## config.mk

```make
export PLATFORM = sky130hd
export DESIGN_NAME = mmem_ctl
export DESIGN_NICKNAME = d
export VERILOG_FILES = /design/src/rtl/mmem_ctl.sv
export SDC_FILE = /design/constraint.sdc
export NUM_CORES = 1
export LEC_CHECK = 0
export BUFFER_PORTS_ARGS = -buffer_cell sky130_fd_sc_hd__buf_4
export CORE_UTILIZATION = 49
export DETAILED_ROUTE_END_ITERATION = 8
export PLACE_DENSITY = 0.74
export SYNTH_ARGS = -nofsm -noshare
export SYNTH_HDL_FRONTEND = slang
export SYNTH_SLANG_ARGS = --single-unit
```

## constraint.sdc

```tcl
create_clock -name clk -period 3 [get_ports clk]
set_clock_uncertainty 0.1 [all_clocks]
set_input_delay 0.3 -clock clk [delete_from_list [all_inputs] [get_ports clk]]
set_output_delay 0.3 -clock clk [all_outputs]
set_load 0.01 [all_outputs]
```

## src/rtl/mmem_ctl.sv

```systemverilog
// mmem_ctl -- M-memory controller for the CADR datapath.
//
// Steers the single M-memory RAM port between source reads and a small
// posted write buffer. Reads always win the port; buffered writes drain
// one per cycle whenever no read is requested. A read compares its address
// against every buffered write (and a write being accepted in the same
// cycle) so the M bus always sees the newest value, even before it reaches
// the RAM.
//
// Parameters:
//   AW   - M-memory address width (depth 2**AW)
//   DW   - M-memory data width
//   WBUF - write buffer depth (>= 1)
//
// Ports:
//   clk, reset        - clock, asynchronous active-high reset
//   state_decode      - M-source read requested this cycle
//   state_write       - write slot
//   ir_msel, ir_madr  - source select (0 = M) and M source address
//   destm             - current instruction targets M memory
//   wadr, wdata       - write address and data
//   srcm, mpassm      - decoded M-source select
//   mem_adr, mem_rp, mem_wp, mem_wdata, mem_rdata - RAM port
//   mdata, mdata_vld  - bypass-corrected read data, one cycle after the read
//   wbuf_count, wbuf_full - write buffer occupancy
//   stall             - write request refused this cycle; requester holds
module mmem_ctl #(
    parameter int AW   = 5,
    parameter int DW   = 32,
    parameter int WBUF = 2
) (
    input  logic                      clk,
    input  logic                      reset,
    input  logic                      state_decode,
    input  logic                      state_write,
    input  logic                      ir_msel,
    input  logic [AW-1:0]             ir_madr,
    input  logic                      destm,
    input  logic [AW-1:0]             wadr,
    input  logic [DW-1:0]             wdata,
    output logic                      srcm,
    output logic                      mpassm,
    output logic [AW-1:0]             mem_adr,
    output logic                      mem_rp,
    output logic                      mem_wp,
    output logic [DW-1:0]             mem_wdata,
    input  logic [DW-1:0]             mem_rdata,
    output logic [DW-1:0]             mdata,
    output logic                      mdata_vld,
    output logic [$clog2(WBUF+1)-1:0] wbuf_count,
    output logic                      wbuf_full,
    output logic                      stall
);

    localparam int CW = $clog2(WBUF + 1);
    localparam int PW = (WBUF > 1) ? $clog2(WBUF) : 1;

    logic [AW-1:0] addrQ [WBUF];
    logic [DW-1:0] dataQ [WBUF];
    logic [PW-1:0] headQ, headD;
    logic [PW-1:0] tailQ, tailD;
    logic [CW-1:0] countQ, countD;

    logic          vldQ;
    logic          hitQ;
    logic [DW-1:0] hitDataQ;
    logic          hitD;
    logic [DW-1:0] hitDataD;

    logic          wrReq;
    logic          accept;
    logic          drain;

    assign srcm   = ~ir_msel;
    assign mpassm = ~ir_msel;

    assign wbuf_count = countQ;
    assign wbuf_full  = (countQ == CW'(WBUF));

    // A full buffer only refuses a write when a read also holds the port;
    // otherwise the head drains in the same cycle and frees the slot.
    assign wrReq  = state_write & destm;
    assign stall  = wbuf_full & wrReq & state_decode;
    assign accept = wrReq & ~stall;
    assign drain  = ~state_decode & (countQ != '0);

    assign mem_rp    = state_decode;
    assign mem_wp    = drain;
    assign mem_adr   = drain ? addrQ[headQ] : ir_madr;
    assign mem_wdata = dataQ[headQ];

    assign mdata_vld = vldQ;
    assign mdata     = vldQ ? (hitQ ? hitDataQ : mem_rdata) : '0;

    // Pointer and count bookkeeping; pointers wrap at WBUF, which need not
    // be a power of two.
    always_comb begin
        headD  = headQ;
        tailD  = tailQ;
        countD = countQ + CW'(accept) - CW'(drain);
        if (drain) begin
            headD = (headQ == PW'(WBUF - 1)) ? '0 : headQ + 1'b1;
        end
        if (accept) begin
            tailD = (tailQ == PW'(WBUF - 1)) ? '0 : tailQ + 1'b1;
        end
    end

    // Bypass search walks from head (oldest) to tail (newest) so later
    // matches override earlier ones; a same-cycle enqueue is newer still.
    always_comb begin
        hitD     = 1'b0;
        hitDataD = '0;
        for (int i = 0; i < WBUF; i++) begin
            logic [PW:0]   sum;
            logic [PW-1:0] idx;
            sum = {1'b0, headQ} + (PW+1)'(i);
            if (sum >= (PW+1)'(WBUF)) begin
                sum = sum - (PW+1)'(WBUF);
            end
            idx = sum[PW-1:0];
            if ((CW'(i) < countQ) && (addrQ[idx] == ir_madr)) begin
                hitD     = 1'b1;
                hitDataD = dataQ[idx];
            end
        end
        if (accept && (wadr == ir_madr)) begin
            hitD     = 1'b1;
            hitDataD = wdata;
        end
    end

    // Control state: pointers, occupancy and the registered read result.
    always_ff @(posedge clk or posedge reset) begin
        if (reset) begin
            headQ    <= '0;
            tailQ    <= '0;
            countQ   <= '0;
            vldQ     <= 1'b0;
            hitQ     <= 1'b0;
            hitDataQ <= '0;
        end else begin
            headQ  <= headD;
            tailQ  <= tailD;
            countQ <= countD;
            vldQ   <= state_decode;
            hitQ   <= state_decode & hitD;
            if (state_decode) begin
                hitDataQ <= hitDataD;
            end
        end
    end

    // Entry storage needs no reset: slots are only observed while the
    // occupancy count covers them.
    always_ff @(posedge clk) begin
        if (accept) begin
            addrQ[tailQ] <= wadr;
            dataQ[tailQ] <= wdata;
        end
    end

endmodule

```

# ---- Yosys cells after proc, flatten, opt, wreduce, memory -nomap -nowiden
# Memories as Yosys holds them, arrays and structs flattened.
# Index checks and enable logic that the tools add are counted.
# W data, S select, Z words.
dict set report classes {
  addsub 7
  order_cmp 4
  eq_ne 4
  mux 15
  bitwise_logic 9
  reduce_logical 4
}
# operator count
set ops {}
lappend ops {{$mux W32} 5}
lappend ops {{$eq A5 B5 Y1} 3}
lappend ops {{$mux W1} 9}
lappend ops {{$and A1 B1 Y1} 6}
lappend ops {{$mux W5} 1}
lappend ops {{$lt A1 B2 Y1 const A} 2}
lappend ops {{$logic_and A1 B1 Y1} 3}
lappend ops {{$not A1 Y1} 3}
lappend ops {{$add A1 B1 Y1 const B} 2}
lappend ops {{$add A1 B1 Y2 const B} 1}
lappend ops {{$add A2 B1 Y2} 1}
lappend ops {{$eq A2 B2 Y1 const B} 1}
lappend ops {{$ge A1 B2 Y1 const B} 1}
lappend ops {{$ge A2 B2 Y1 const B} 1}
lappend ops {{$reduce_bool A2 Y1} 1}
lappend ops {{$sub A1 B1 Y1 const B} 2}
lappend ops {{$sub A2 B1 Y2} 1}
dict set report totals {
  ff_bits 38
  mem_bits_rw 74
  output_inout_bits 78
  word_cells 51
  mem_count 2
}
# name words width read_ports rd_clocked_by_memory_dff write_ports line_no
set memory_table {}
lappend memory_table {dataQ 2 32 3 0 1 59} ;# logic [DW-1:0] dataQ [WBUF];
lappend memory_table {addrQ 2 5 3 0 1 58} ;# logic [AW-1:0] addrQ [WBUF];

# ---- Longest topological paths before layout
# An unclocked memory read counts as a cell.
dict set report depth {
  ltp_word 9
  ltp_mapped 10
}

# ---- Least setup slack after synthesis
# OpenSTA, ideal clock, no wires.
dict set report synth_timing {
  path_kind {flip-flop to flip-flop}
  from {register countQ[1], in the netlist wbuf_count[1]}
  to {memory addrQ[0][0] (enable)}
  arrival_time_ns 2.400
  required_ns 2.469
  slack_ns 0.069
  stages_incl_launch_ff 4
  n_path_buf 0
  cell_sequence {dfrtp_1 nand3b_1 nand3_1 nor2_1}
}
dict set report synth_via {
  elab_chain_len 7
}
# item line_no
set synth_rtl {}
lappend synth_rtl {{start: declaration} 62} ;# logic [CW-1:0] countQ, countD;
lappend synth_rtl {{start signal: assignment} 145} ;# countQ <= countD;
lappend synth_rtl {{$eq A2 B2 Y1} 78} ;# assign wbuf_full = (countQ == CW'(WBUF));
lappend synth_rtl {{$and A1 B1 Y1 (2 in series)} 83} ;# assign stall = wbuf_full & wrReq & state_decode;
lappend synth_rtl {{$not A1 Y1} 84} ;# assign accept = wrReq & ~stall;
lappend synth_rtl {{$and A1 B1 Y1} 84}
lappend synth_rtl {{$mux W1} 157} ;# if (accept) begin
lappend synth_rtl {{$mux W1 (implied by the code)} 158} ;# addrQ[tailQ] <= wadr;
lappend synth_rtl {{end: declaration} 58}
# Every way passes these cells.

# ---- Worst setup path in the final report
dict set report layout_timing {
  from {register headQ}
  to {output port mem_wdata[14]}
}
dict set report layout_via {
  elab_chain_len 1
}
# item line_no
set layout_rtl {}
lappend layout_rtl {{start: declaration} 60} ;# logic [PW-1:0] headQ, headD;
lappend layout_rtl {{start signal: assignment} 136} ;# headQ <= '0;
lappend layout_rtl {{start signal: assignment} 143} ;# headQ <= headD;
lappend layout_rtl {{$mem_v2 Z2 W32} --}
lappend layout_rtl {{end: declaration} 46} ;# output logic [DW-1:0] mem_wdata,
# Every way passes these cells.

==> key figures <==
Worst setup path
  • FF-to-FF path depth: 6
  • Critical path, cell by cell: buf_4 > mux2_2 > buf_4
  • Kind of critical path: flop to output port
  • Delay of the slowest cell on the worst path: around 0.74 ns
  • Flop2flop setup slack: 0.46 ns
  • Data required time at the worst endpoint: roughly 2.6 ns
  • Cell seen most often among critical-path stages: buf_4
  • Startpoint class of the critical path: flop
  • FF-to-FF End: hitDataQ[17]$_DFFE_PP0P_
  • Start of the worst register-to-register path: headQ$_DFFE_PP0N_
  • Critical Path Slowest Stage Cell: buf_4
  • Data arrival time at the worst-slack endpoint: 2.27 ns
  • Maximum fanout along the worst path: between 60 and 70
  • Crit. End Element: output port

Pwr
  • Relative contribution of combinational cells to total power: 42.2%
  • Portion of total power attributed to the clock network: between 20% and 30%
  • Switch share: 35.55%
  • Power density normalized to cell area: between 700 and 800 nW/µm²
  • Static Leakage: 3.066 nW
  • Switching power of the nets: 2.053 mW
  • Sequential group share of total power: a little over a third
  • Internal power contribution: about 3.7 mW
  • Largest voltage drop on the vdd net: about 0.50 mV

Drt
  • Number of detailed-route iterations in the first pass: 5
  • Detail-routed net length per standard cell: around 20 µm
  • Via count normalized by instance count: approximately 6
  • Total wire length: 17380 µm
  • Detailed-route via count: 5179
  • Residual DRC: 0
  • Number of DRC markers in iteration 0: 373
  • DRT antenna net count: 0

Timing
  • Slew at the pin closest to its max-slew limit: roughly 1.0 ns
  • Setup_tns: 0 ns
  • Post-layout minimum cycle time: about 2.7 ns
  • Fin. max-slew vios: 0
  • Setup repair after global routing missed its margin: false
  • Endpoints failing hold: 0
  • Count of endpoints failing setup in the final report: 0
  • Part of the cycle the worst path needs: 88.93%
  • Relative slew margins: a little under a third
  • Max Freq: 0.3748 GHz

Clock network
  • Number of buffers created by CTS: 9
  • Clock tree root driver cell: clkbuf_16
  • Deepest clock path buffer count: 2
  • Number of hold-repair buffers added at the cts stage: 0
  • Number of levels in the clock H-tree: 3
  • Clock tree from TritonCTS: built
  • Num Clock Sinks: 112
  • Post-CTS setup buffers: 0
  • Clock insertion delay at the later pin of the skew report: approximately 0.35 ns
  • Reg clk slew, reported paths: around 0.070 ns
  • Gates resized, CTS repair: 0

Worst hold path
  • Hold Path End: dataQ[1][17]$_DFFE_PP_
  • Launch point of the worst hold path: wdata[17]
  • Hold Crit Depth: 1
  • Path class of the lowest-slack min-delay path: input pin to flop

Layout
  • Cell area after layout: 8090 µm²
  • Relative area change from synthesis to final layout: 24.71%
  • Highest-count cells in the layout ignoring fill and taps: 167 x buf_4, 74 x edfxtp_1, 61 x mux2_2, 44 x mux2i_1, 36 x dfrtp_1
  • Filler-free cell count of the finished design: 861
  • Layout cell share with drive strength beyond 1: between 30% and 40%
  • Number of nets in the layout: 766
  • Number of inserted diodes: 0
  • Commonest non-fill, non-tap cell in the layout: buf_4

Yosys
  • Fraction of synthesis flops using an asynchronous set or reset pin: ~34%
  • EDFF count, synth: 74
  • Number of distinct standard cells referenced by the synthesized netlist: 37
  • Share of the yosys chip area belonging to registers: approximately half
  • Post-Syn Nets: around 640
  • Yosys warnings: 0
  • Biggest area consumer among synthesized cells: edfxtp_1
  • Most frequently used flop master after synthesis: edfxtp_1
  • Average cell area after synthesis: around 12 µm²
  • Total standard cell area after synthesis: ~6500 µm²
  • Synthesized flop and latch total: approximately 110
  • Synthesized netlist cell count: 560
  • Share of the synthesized area in the top cell type: roughly a third
  • Synth area leaders: edfxtp_1 34%, dfrtp_1 15%, mux2_2 11%

Global route
  • Routing usage on met2: approximately 45%
  • Met3 routing resource usage after global routing: roughly 4.5%
  • Pin count of the biggest net entering global routing: 66
  • Number of antenna violations at the first check in global routing: 0
  • Fraction of met1 tracks used by global routing: ~31%
  • Global-route wire length before repair: about 27000 µm
  • Number of global-route vias before repair: about 5300
  • Total grt overflow: 0
  • Grt peak-use layer: met2
  • Global routing usage summed across all routing layers: 25.82%

Die
  • Die footprint: approximately 14000 µm²
  • Initial Utilization: roughly half
  • Total I/O pin count: roughly 160
  • Number of rows in the core area: a little over 40
  • Die Ht: ~120 µm
  • CORE AREA: between 10000 and 15000 µm²
  • Die extent in x: 117.1 µm

Place
  • Count of port buffers added during placement: 157
  • Number of cells after detailed placement: about 850
  • Hpwl dp: 11000 µm
  • Final RePlAce weighted congestion: approximately 0.76
  • Total placed instance area: between 7000 and 8000 µm²

Status
  • Status: complete, no violations

Flow run
  • Reported max-cap violation count: 0
worst max-delay path, delay by kind of cell, from the launching register on:
| kind | cells | cell delay [ns] |
|---|---|---|
| muxes | 1 | 0.46 |
| buffers and inverters | 2 | 0.90 |
| DFF | 1 | 0.54 |
flip-flops by register name, indices dropped and copies added (netlist names):
name and flops:
addrQ 10, headQ 1, hitDataQ 32, dataQ 64
tailQ 1, wbuf_count 2, hitQ 1, mdata_vld 1
synthesized netlist by cell type, types with 9 or more instances:
master and instances:
buf_2 16, o2bb2ai_1 29, a21oi_1 29, nor2_1 35
a211o_1 29, xor2_1 11, mux2_2 61, nor2b_1 33
nand3_1 34, inv_1 9, clkbuf_1 27, mux2i_1 44
a311oi_1 29, dfrtp_1 38, edfxtp_1 74, nand2_1 9
final cells by class:
cell class / count / area (µm²)
Clock buffer: 10 / 239.0
Timing Repair Buffer: 171 / 1334
Tap cell: 172 / 215.2
Sequential cell: 112 / 3178
Fill cell: 1018 / 4683
Clock inverter: 6 / 82.58
Multi-Input combinational cell: 381 / 3008
Inverter: 9 / 33.78
logic make-up after synthesis:
logic type               after synthesis  synth area share (%)
AND/OR/NAND/NOR                      122                 9.643
buffers and inverters                 67                 5.169
multiplexers                         106                 17.59
XOR/XNOR                              19                 2.681
adder cells (fa/ha/maj)                2                0.3857
flip-flops                           112                 48.91
AO/OA/AOI/OAI                        132                 15.62
worst max path at each step:
stage / start / end / cells past startpoint
global route: headQ$_DFFE_PP0N_ / mem_wdata[0] / 3
finish: headQ$_DFFE_PP0N_ / mem_wdata[14] / 3
CTS: headQ$_DFFE_PP0N_ / mem_wdata[14] / 3
floorplan: wbuf_count[1]$_DFF_PP0_ / addrQ[0][0]$_DFFE_PP_ / 3
detailed placement: headQ$_DFFE_PP0N_ / hitDataQ[20]$_DFFE_PP0P_ / 6
global placement: headQ$_DFFE_PP0N_ / hitDataQ[18]$_DFFE_PP0P_ / 6
per-layer routing:
metal / vias up / wire length [µm]
li1: 2366 / -
met1: 2573 / 6995
met2: 214 / 8844
met3: 26 / 1121
met4: 0 / 422
met5: - / 0
power by group through the flow:
stage	registers, mW	logic [mW]	clock network [mW]
2_1_floorplan	1.99	1.65	0
3_3_place_gp	2.05	2.36	0
3_5_place_dp	2.07	2.42	0
4_1_cts	2.04	2.44	1.30
5_1_grt	2.06	2.61	1.37
6_report	2.04	2.44	1.30
through the flow:
stage,power (mW),utilization (%),hold slack (ns),worst slack [ns]
2_1_floorplan,3.640,-,0.2314,0.06862
3_3_place_gp,4.407,60.82,0.3951,0.6510
3_5_place_dp,4.489,60.82,0.3977,0.4967
4_1_cts,5.770,63.34,0.04056,0.3505
5_1_grt,6.037,63.34,0.03141,0.2666
6_report,5.774,63.34,0.04167,0.3322
Note: power is estimated with default switching activity, not from simulation.
